==> config.mk <==
export PLATFORM = sky130hd
export DESIGN_NAME = merge_out_fifo
export DESIGN_NICKNAME = d
export VERILOG_FILES = /design/src/rtl/merge_out_fifo.sv
export SDC_FILE = /design/constraint.sdc
export NUM_CORES = 1
export LEC_CHECK = 0
export ABC_AREA = 1
export BUFFER_PORTS_ARGS = -buffer_cell sky130_fd_sc_hd__buf_4
export CAP_MARGIN = 25
export CORE_MARGIN = 5
export CORE_UTILIZATION = 41
export DETAILED_ROUTE_END_ITERATION = 6
export REMOVE_ABC_BUFFERS = 1
export SYNTH_ARGS = -nofsm -noshare
export SYNTH_HDL_FRONTEND = slang
export SYNTH_SLANG_ARGS = --single-unit
export TNS_END_PERCENT = 1
==> constraint.sdc <==
create_clock -name clk -period 3.2 [get_ports clk]
set_input_delay 0.48 -clock clk [delete_from_list [all_inputs] [get_ports clk]]
set_output_delay 0.48 -clock clk [all_outputs]
set_load 0.1 [all_outputs]
==> src/rtl/merge_out_fifo.sv <==
// Output FIFO behind merge_switch_seq: first-word fall-through buffer with a throttle back to the
// merge switch. Optional drop counter is enabled with `define MERGE_OUT_FIFO_DROP_CNT_EN.
module merge_out_fifo #(
  parameter int unsigned DATA_WIDTH = 32,
  parameter int unsigned DEPTH      = 8,
  parameter int unsigned SLACK      = 2,
  parameter int unsigned CNT_W      = $clog2(DEPTH) + 1
) (
  input  logic                  clk,
  input  logic                  rst,
  input  logic                  i_valid,
  input  logic [DATA_WIDTH-1:0] i_data_bus,
  output logic                  o_en_merge,
  output logic                  o_valid,
  output logic [DATA_WIDTH-1:0] o_data_bus,
  input  logic                  i_ready,
  output logic [CNT_W-1:0]      o_count,
  output logic                  o_full,
  output logic                  o_empty,
  output logic [15:0]           o_drop_cnt
);

  localparam int unsigned PTR_W = $clog2(DEPTH);

  logic [DATA_WIDTH-1:0] r_mem [DEPTH];
  logic [PTR_W-1:0]      r_wr_ptr;
  logic [PTR_W-1:0]      r_rd_ptr;
  logic [CNT_W-1:0]      r_count;

  logic w_full;
  logic w_empty;
  logic w_pop;
  logic w_push;
  logic w_drop;

  assign w_full  = (r_count == CNT_W'(DEPTH));
  assign w_empty = (r_count == '0);
  assign w_pop   = !w_empty && i_ready;
  // A full buffer still accepts a word when the head leaves in the same cycle.
  assign w_push  = i_valid && (!w_full || w_pop);
  assign w_drop  = i_valid && w_full && !w_pop;

  always_ff @(posedge clk or negedge rst) begin
    if (!rst) begin
      r_wr_ptr <= '0;
      r_rd_ptr <= '0;
      r_count  <= '0;
    end else begin
      if (w_push) r_wr_ptr <= r_wr_ptr + PTR_W'(1);
      if (w_pop)  r_rd_ptr <= r_rd_ptr + PTR_W'(1);
      if (w_push && !w_pop) begin
        r_count <= r_count + CNT_W'(1);
      end else if (!w_push && w_pop) begin
        r_count <= r_count - CNT_W'(1);
      end
    end
  end

  // Storage is intentionally not reset.
  always_ff @(posedge clk) begin
    if (w_push) r_mem[r_wr_ptr] <= i_data_bus;
  end

  assign o_valid    = !w_empty;
  assign o_data_bus = r_mem[r_rd_ptr];
  assign o_count    = r_count;
  assign o_full     = w_full;
  assign o_empty    = w_empty;
  // SLACK entries stay free for words already in flight from the merge switch.
  assign o_en_merge = (r_count <= CNT_W'(DEPTH - SLACK - 1));

`ifdef MERGE_OUT_FIFO_DROP_CNT_EN
  logic [15:0] r_drop_cnt;

  always_ff @(posedge clk or negedge rst) begin
    if (!rst) begin
      r_drop_cnt <= '0;
    end else if (w_drop && (r_drop_cnt != 16'hFFFF)) begin
      r_drop_cnt <= r_drop_cnt + 16'd1;
    end
  end

  assign o_drop_cnt = r_drop_cnt;
`else
  logic w_unused_drop;
  assign w_unused_drop = w_drop;
  assign o_drop_cnt    = 16'h0000;
`endif

endmodule

==> results of run 1 <==
cell type report:
type                    instances  share of cell area [%]
well taps                     384                    3.53
clock buffers                  35                    5.49
clock inverters                16                   0.873
multi-input cells             754                    22.0
flip-flops and latches        266                    58.3
repair buffers                 99                    5.84
inverters                     141                    3.89
path summary, 6_finish.rpt:
path | start | end | cells after the start
max in group asynchronous | rst | r_rd_ptr[2] | 2
worst min-delay path | i_data_bus[6] | r_mem[5][6] | 1
worst max-delay path | r_rd_ptr[0] | o_data_bus[29] | 8
worst min register to register | o_count[3] | o_count[3] | 2
worst max register to register | o_count[1] | o_count[3] | 11
min in group asynchronous | rst | o_count[3] | 2
worst reg2reg max path, cell delays in order, from the launching register on:
cell and delay (ps):
dfrtp_1 480, nor2_1 180, nand3_1 180, nand2_1 240, ha_1 210, inv_1 100
ha_1 320, or2_2 290, nand2_1 70, nand2_1 40, nand3_1 70, nand2_1 50
through the flow:
step / utilization (%) / worst slack (ps) / area [um^2]
4_1_cts: 47.7 / 191 / 13600
6_report: 47.7 / 241 / 13600
3_5_place_dp: 44.6 / 769 / 12700
3_3_place_gp: 44.6 / 769 / 12700
5_1_grt: 47.7 / 17.3 / 13600
2_1_floorplan: - / -2520 / 11400
sequential cells by signal, indices dropped and copies added, names as in the netlist:
signal	cells
r_rd_ptr	3
r_wr_ptr	3
o_count	4
r_mem	256
layout by cell type, fill, tap and decap left out, drive strengths merged:
cell,netlist,layout
nand2,444,444
nor2,267,267
edfxtp,256,256
inv,141,141
buf,62,98
clkbuf,4,35
conb,1,16
clkinv,0,14
dfrtp,10,10
nand3,9,9
ha,5,5
xnor2,4,4
o21ai,2,2
bufinv,0,2
nor4,1,1
nand4,1,1
nand3b,1,1
a21oi,1,1
xor2,1,1
or2,1,1
fa,1,1
dlygate4sd3,0,1
layer usage:
layer / up-vias / GRT usage [%]
met5: - / 0
met3: 37 / 2.93
met1: 3490 / 19.9
met2: 123 / 24.8
met4: 2 / 3.72
li1: 3883 / -
cells by family (layout without fill, tap and decap cells):
| group | count (synthesis) | count (layout) | share of synthesized area [%] |
|---|---|---|---|
| flops | 266 | 266 | 67.3 |
| compound gates | 3 | 3 | 0.127 |
| simple gates | 724 | 724 | 23.2 |
| xor+xnor | 5 | 5 | 0.371 |
| fa+ha+maj | 6 | 6 | 0.700 |
| other cells | 1 | 16 | 0.0318 |
| buf+inv | 207 | 291 | 8.19 |
repair_timing:
item                                    in CTS  in global routing
endpoints found under the setup margin       0                  0
hold buffers                                 1                  0
hold endpoints to repair                    10                  0
==> metrics list, run 1 <==
* Mean instance size in the synthesized netlist: 9.73 um^2
* Worst hold slack: 187 ps
* Estimated wirelength of the detail-placed design: 13.7 mm
* Routed wire per std cell: 14.5 um
- TritonCTS built the clock tree.
- The number of setup buffers added after CTS is 0.
* Wire length of the first global-routing pass: 38.7 mm
- For this run, the detailed router's first-pass iteration total came to 5.
- Layout cells sized above 1: 11.3%
- Setup total negative slack on the finished layout was measured at 0 ps.
* Multi-input logic area: 3000 um^2
- Run status: completed
- In the finished design, the share of the clock period the worst path needs comes to 92.5%.
- Dominant cells by area after synthesis: edfxtp_1 (65%), nand2_1 (14%), nor2_1 (8.5%), inv_1 (4.5%), dfrtp_1 (2.1%)
- After synthesis the netlist holds a flip-flop and latch count of 266.
- The path class of the tightest hold or removal check is primary input to flip-flop.
- Number of standard cells in the layout, taps in and fillers out: 1695
- In this run the tool buffered the top-level ports with 75 buffer cells.
- Leading area contributor after synthesis: edfxtp_1
- In the routed layout, each cell is associated on average with a via count of 4.45.
- Number of nets with antenna violations after routing: 0
- The repair_antennas step left the layout with diodes totalling 0.
* Maximum frequency from static timing analysis: 338 MHz
- The detailed router put a total of 11.5 mm of wire on met1.
- Gate family responsible for the most delay along the worst path: flip-flops
- The largest single stage delay on the critical path is 800 ps.
* Final hold viol count: 0
- On the final layout, the worst clock skew is 8.71 ps.
* Buffer type at the clock tree root: clkbuf_16
- The worst register-to-register path has a setup slack of 870 ps.
- Counting tap cells, the placed design contains a total of 1643 instances.
* Sequential fraction of the synthesis area: 67.3%
- For the pin with the worst max-slew slack, the measured transition is 899 ps.
- The total count of max-transition violations in the final report is 0.
* Type of destination of the critical path: output pin
- Vias in the first global route: 7144
* CTS clock-pin slew for the worst setup and hold paths: 60 ps
- The floorplan step defined a die boundary enclosing 32200 um^2.
- Sequential cell area: 7940 um^2
- Number of clock sinks seen by CTS: 266
- Of all nets on the critical path, the largest fanout is 47.
- The worst setup path is of the flip-flop to output pin kind.
- In this run, the number of DRC markers left after iteration 0 of detailed routing was 388.
- Most frequent cell after synthesis: nand2_1
* Top-level I/O count: 92
* Most instantiated flip-flop cell in the synthesis netlist: edfxtp_1
- For this run, the total global-route usage over all layers was measured as 14.8%.
- Distinct cell type count of the synthesized netlist: 23
- Yosys printed 0 warnings.
* Cell repeated most along the worst path: nand2_1
* Standard-cell rows: 62
- Clock period minus worst slack: 2960 ps
- Top Layer Used: met5
- Final estimated routing congestion in global placement: 0.750
- In this run the tightest slew margin relative to its limit is 40.0%.
* Post-synthesis to final-layout area growth: 15.5%
- After floorplanning, the core was sized to cover 28500 um^2.
* Post-synth design cell area: 11800 um^2
- The clock reaches the later pin of the worst-skew pair after 520 ps.
- Slowest cell on crit path: dfrtp_4
* Buffers and inverters on the worst path: 2
- Count of unresolved DRC violations after routing: 0
* Total Nets Final: 1332
- Setup repair after global routing left no endpoint under its margin.
- Length of routed met2 wiring: 11.7 mm
* Die height: 180 um
- Crit path launch type: flip-flop
- Leading cell types by count after synthesis: nand2_1 (444), nor2_1 (267), edfxtp_1 (256), inv_1 (140), buf_2 (22)
- Count of vias placed by the detailed router: 7535
- The synthesized design contains 256 enable-type register cells.
- The tool flagged a number of max-cap violations equal to 0.
- Data arrival time of the critical path: 2480 ps
* Antenna violations before repair: 1
- Met3 wire length: 1.02 mm
- The die is 180 um wide.
* Required time of the critical path: 2720 ps
- In this run the number of H-tree levels came out at 1.
- No sink is reached through more buffers than the 3 on the longest clock path.
- Mapped Cells: 1212
- Total gr overflow: 0
- The share of synthesized area in the top cell type comes to 65.2%.
* Async set-or-reset flop fraction in the synthesized netlist: 3.76%
- CTS Buf Count: 28
- For this configuration, the core starts out at a cell density of 41.3%.
* Setup-failing EPs final: 0
- Chain of cells forming the critical path: buf_4 -> nor2_1 -> nor2_1 -> nand2_1 -> nand2_1 -> nand2_1 -> nand2_1 -> buf_4
- Number of fill cells in the layout: 2657
* Wire length reported by the detailed router: 24.6 mm
- Maximum number of pins on one net before global-route repair: 69
* Post-cts gate resize count: 0
Power of run 1 is left out: the tool's default activity adds up to more than one toggle a clock period on the data nets, which glitch-free logic cannot reach.
==> inputs of run 2 (changes only) <==
--- a/config.mk
+++ b/config.mk
@@ -9,7 +9,7 @@
 export BUFFER_PORTS_ARGS = -buffer_cell sky130_fd_sc_hd__buf_4
 export CAP_MARGIN = 25
 export CORE_MARGIN = 5
-export CORE_UTILIZATION = 41
+export CORE_UTILIZATION = 25
 export DETAILED_ROUTE_END_ITERATION = 6
 export REMOVE_ABC_BUFFERS = 1
 export SYNTH_ARGS = -nofsm -noshare
==> constraint.sdc (replaced) <==
create_clock -name clk -period 3.03 [get_ports clk]
set_input_delay 0.4545 -clock clk [delete_from_list [all_inputs] [get_ports clk]]
set_output_delay 0.4545 -clock clk [all_outputs]
set_load 0.01 [all_outputs]
==> run 2 against run 1 <==
Clock skew decreased by 3.4 ps. Via count increased by 0.33%. Count of clock-buffer cells in the layout increased by 4. Non-clock buffer count increased by 1. Hold slack got worse by 34 ps. Critical path depth unchanged. Cell count increased by 13%. Critical path type unchanged. Die area increased by 60%. Utilization decreased by 18 points.
==> metrics list, run 2 (same netlist as run 1, synthesis figures left out) <==
* Worst-case reg-to-reg path depth: 13 (was 11)
- Cell-internal power: 0.00836 W
- Hold Crit Depth: 1 (unchanged)
- Later-pin clock latency in the skew report: 530 ps (was 520 ps)
- Initial DRC count: 405 (was 388)
- The number of port buffers is 75 (unchanged).
* Wire length reported by the detailed router: 26.2 mm (was 24.6 mm)
* Total core area: 46600 um^2 (was 28500 um^2)
- The clock tree from TritonCTS was yes (unchanged).
- The slew at the pin closest to its max-slew limit came to 633 ps (was 899 ps).
* Crit path launch type: flip-flop (unchanged)
* Critical R2R Capture: o_count[3] (unchanged)
- The effective utilization at floorplan came to 25.3% (was 41.3%).
- Max Cap Violations: 0 (unchanged)
- The overall overflow remaining after global route was 0 (unchanged).
* Number of standard cells in the layout, taps in and fillers out: 1920 (was 1695)
* Estimated wirelength of the detail-placed design: 15.2 mm (was 13.7 mm)
- The number of endpoints with negative hold slack in the final report is 0 (unchanged).
- The number of global-route vias before repair is 7406 (was 7144).
* Proportion of total power due to net switching: 36.2%
* Pwr per Cell Area: 939 nW/um^2
- Post-Route Setup TNS: 0 ps (unchanged)
- Register with the highest flop count: r_mem (unchanged)
- Total Nets Final: 1333 (was 1332)
* Layout cells sized above 1: 11.4% (was 11.3%)
* Worst ir drop on vdd: 0.452 mV
- The placement row count was 79 (was 62).
* Count of unresolved DRC violations after routing: 0 (unchanged)
- The overall die width was 227 um (was 180 um).
- Maximum number of pins on one net before global-route repair: 57 (was 69)
- The clock root buffer is clkbuf_16 (unchanged).
- The total die area is 51600 um^2 (was 32200 um^2).
* Die height: 227 um (was 180 um)
* Antenna violations before repair: 1 (unchanged)
- Final total power: 0.0131 W
- Unrepaired setup endpoints after global routing: no (unchanged).
- Number of nets with antenna violations after routing: 0 (unchanged)
- The filler cell count in the final layout was 4741 (was 2657).
- In this run the power spent charging and discharging nets is 0.00474 W.
- The type of destination of the critical path is an output pin (unchanged).
- Count of vias placed by the detailed router: 7560 (was 7535)
* Clock period minus worst slack: 2750 ps
* Total instance count after detailed placement: 1867 (was 1643)
- Max reg flops: 256 (unchanged)
* CTS Buf Count: 28 (unchanged)
- The maximum buffer depth of the clock tree came to 3 (unchanged).
- H-tree Lvls: 1 (unchanged)
- Number of clock sinks seen by CTS: 266 (unchanged)
- Data arrival time of the critical path: 2300 ps (was 2480 ps)
- Startpoint of the tightest hold check path: i_data_bus[8] (was i_data_bus[6])
- Power share of the combinational group: 37.2%
* Min-Delay Endpoint: r_mem[2][8] (was r_mem[5][6])
- The total count of max-transition violations in the final report was 0 (unchanged).
* Share of power burned in the clock network: 25.6%
* Post-synthesis to final-layout area growth: 18.3% (was 15.5%)
* Diodes inserted: 0 (unchanged)
* Setup slack on the worst flop-to-flop path: 680 ps (was 870 ps)
- Most frequent cells in the layout: nand2_1 (444), nor2_1 (259), edfxtp_1 (256) (unchanged)
* Worst Clk Skew: 5.30 ps (was 8.71 ps)
- The count of TritonRoute iterations in the first routing pass came to 7 (was 5).
- The type of the setup path with the least slack was flip-flop to output pin (unchanged).
- Maximum fanout encountered on the critical timing path: 56 (was 47)
- Wire length of the first global-routing pass: 41.0 mm (was 38.7 mm)
* Max transition margin: 57.8% (was 40.0%)
- The aggregate global-route resource usage was 10.0% (was 14.8%).
* Final estimated routing congestion in global placement: 0.727 (was 0.750)
- Final worst-path cycle share: 90.9%
- Vias per cell: 3.94 (was 4.45)
* Required time of the critical path: 2580 ps (was 2720 ps)
- CTS clock-pin slew for the worst setup and hold paths: 60 ps (about the same)
- Summed over all cells, the static leakage comes to 5.97 nW.
- Top-level I/O count: 92 (unchanged)
- Routed wire per std cell: 13.6 um (was 14.5 um)
- Run status: completed (unchanged)
- The most common cell after layout, fill and taps aside was nand2_1 (unchanged).
* Reg-to-Reg Start: o_count[1] (unchanged)
- The path category of the worst min-delay check was primary input to flip-flop (unchanged).
- Of the total power, registers draw 37.2%.
- Setup-failing EPs final: 0 (unchanged)
- Maximum frequency from static timing analysis: 363 MHz
run 2: changes by cell type in the layout (fill, tap and decap cells not counted), sizes merged:
cell / before / now
buf: 98 / 99
clkinv: 14 / 10
clkbuf: 35 / 39
bufinv: 2 / 3
run 2: critical path, stage by stage (launching register included):
cell and delay [ps]:
dfrtp_4 820, buf_12 320, nor2_1 80, nor2_1 90, nand2_1 50, nand2_1 60
nand2_1 40, nand2_1 140, buf_4 140
run 2: power by group through the flow:
stage | clock network (W) | logic (W) | registers (W)
5_1_grt | 0.00360 | 0.00559 | 0.00492
6_report | 0.00335 | 0.00488 | 0.00487
3_3_place_gp | 0 | 0.00497 | 0.00493
4_1_cts | 0.00345 | 0.00504 | 0.00487
3_5_place_dp | 0 | 0.00502 | 0.00495
2_1_floorplan | 0 | 0.00253 | 0.00516
run 2: final cells by class:
class,instances,area (um^2),share of cell area [%]
tap,607,759,5.45
multi-input combinational,754,3000,21.5
timing repair buffer,100,816,5.85
clock buffer,39,763,5.47
clock inverter,13,134,0.960
inverter,141,529,3.79
sequential,266,7940,57.0
run 2: stage by stage:
stage	hold WS (ps)	cell area, um^2	setup slack, ps	utilization, %
floorplan	159	11400	-2120	-
global placement	291	13000	670	28.0
finish	153	13900	275	30.0
global route	133	13900	53.7	30.0
CTS	127	13900	210	30.0
detailed placement	299	13000	653	28.0
run 2: how the worst max path moves through the flow:
stage	startpoint	to	slack (ps)	cells after the start
finish	r_rd_ptr[0]	o_data_bus[25]	280	8
CTS	r_rd_ptr[0]	o_data_bus[25]	210	8
global placement	i_ready	o_count[3]	670	14
global route	r_rd_ptr[0]	o_data_bus[5]	50	8
floorplan	r_rd_ptr[0]	o_data_bus[0]	-2120	6
detailed placement	o_count[1]	o_count[3]	650	13
run 2: routing by layer:
metal / track usage [%] / wire length, um / up-vias
met4: 2.03 / 397 / 2
met5: 0 / 14 / -
met1: 13.2 / 12300 / 3516
li1: - / - / 3887
met2: 17.5 / 12400 / 122
met3: 1.88 / 1080 / 33
run 2: repair_timing:
| item | 4_1_cts | 5_1_grt |
|---|---|---|
| hold endpoints to repair | 10 | 0 |
| buffers inserted | 0 | 0 |
| resized for setup | 0 | 0 |
| hold buffers | 1 | 0 |
Power figures use the tool's default switching activity.
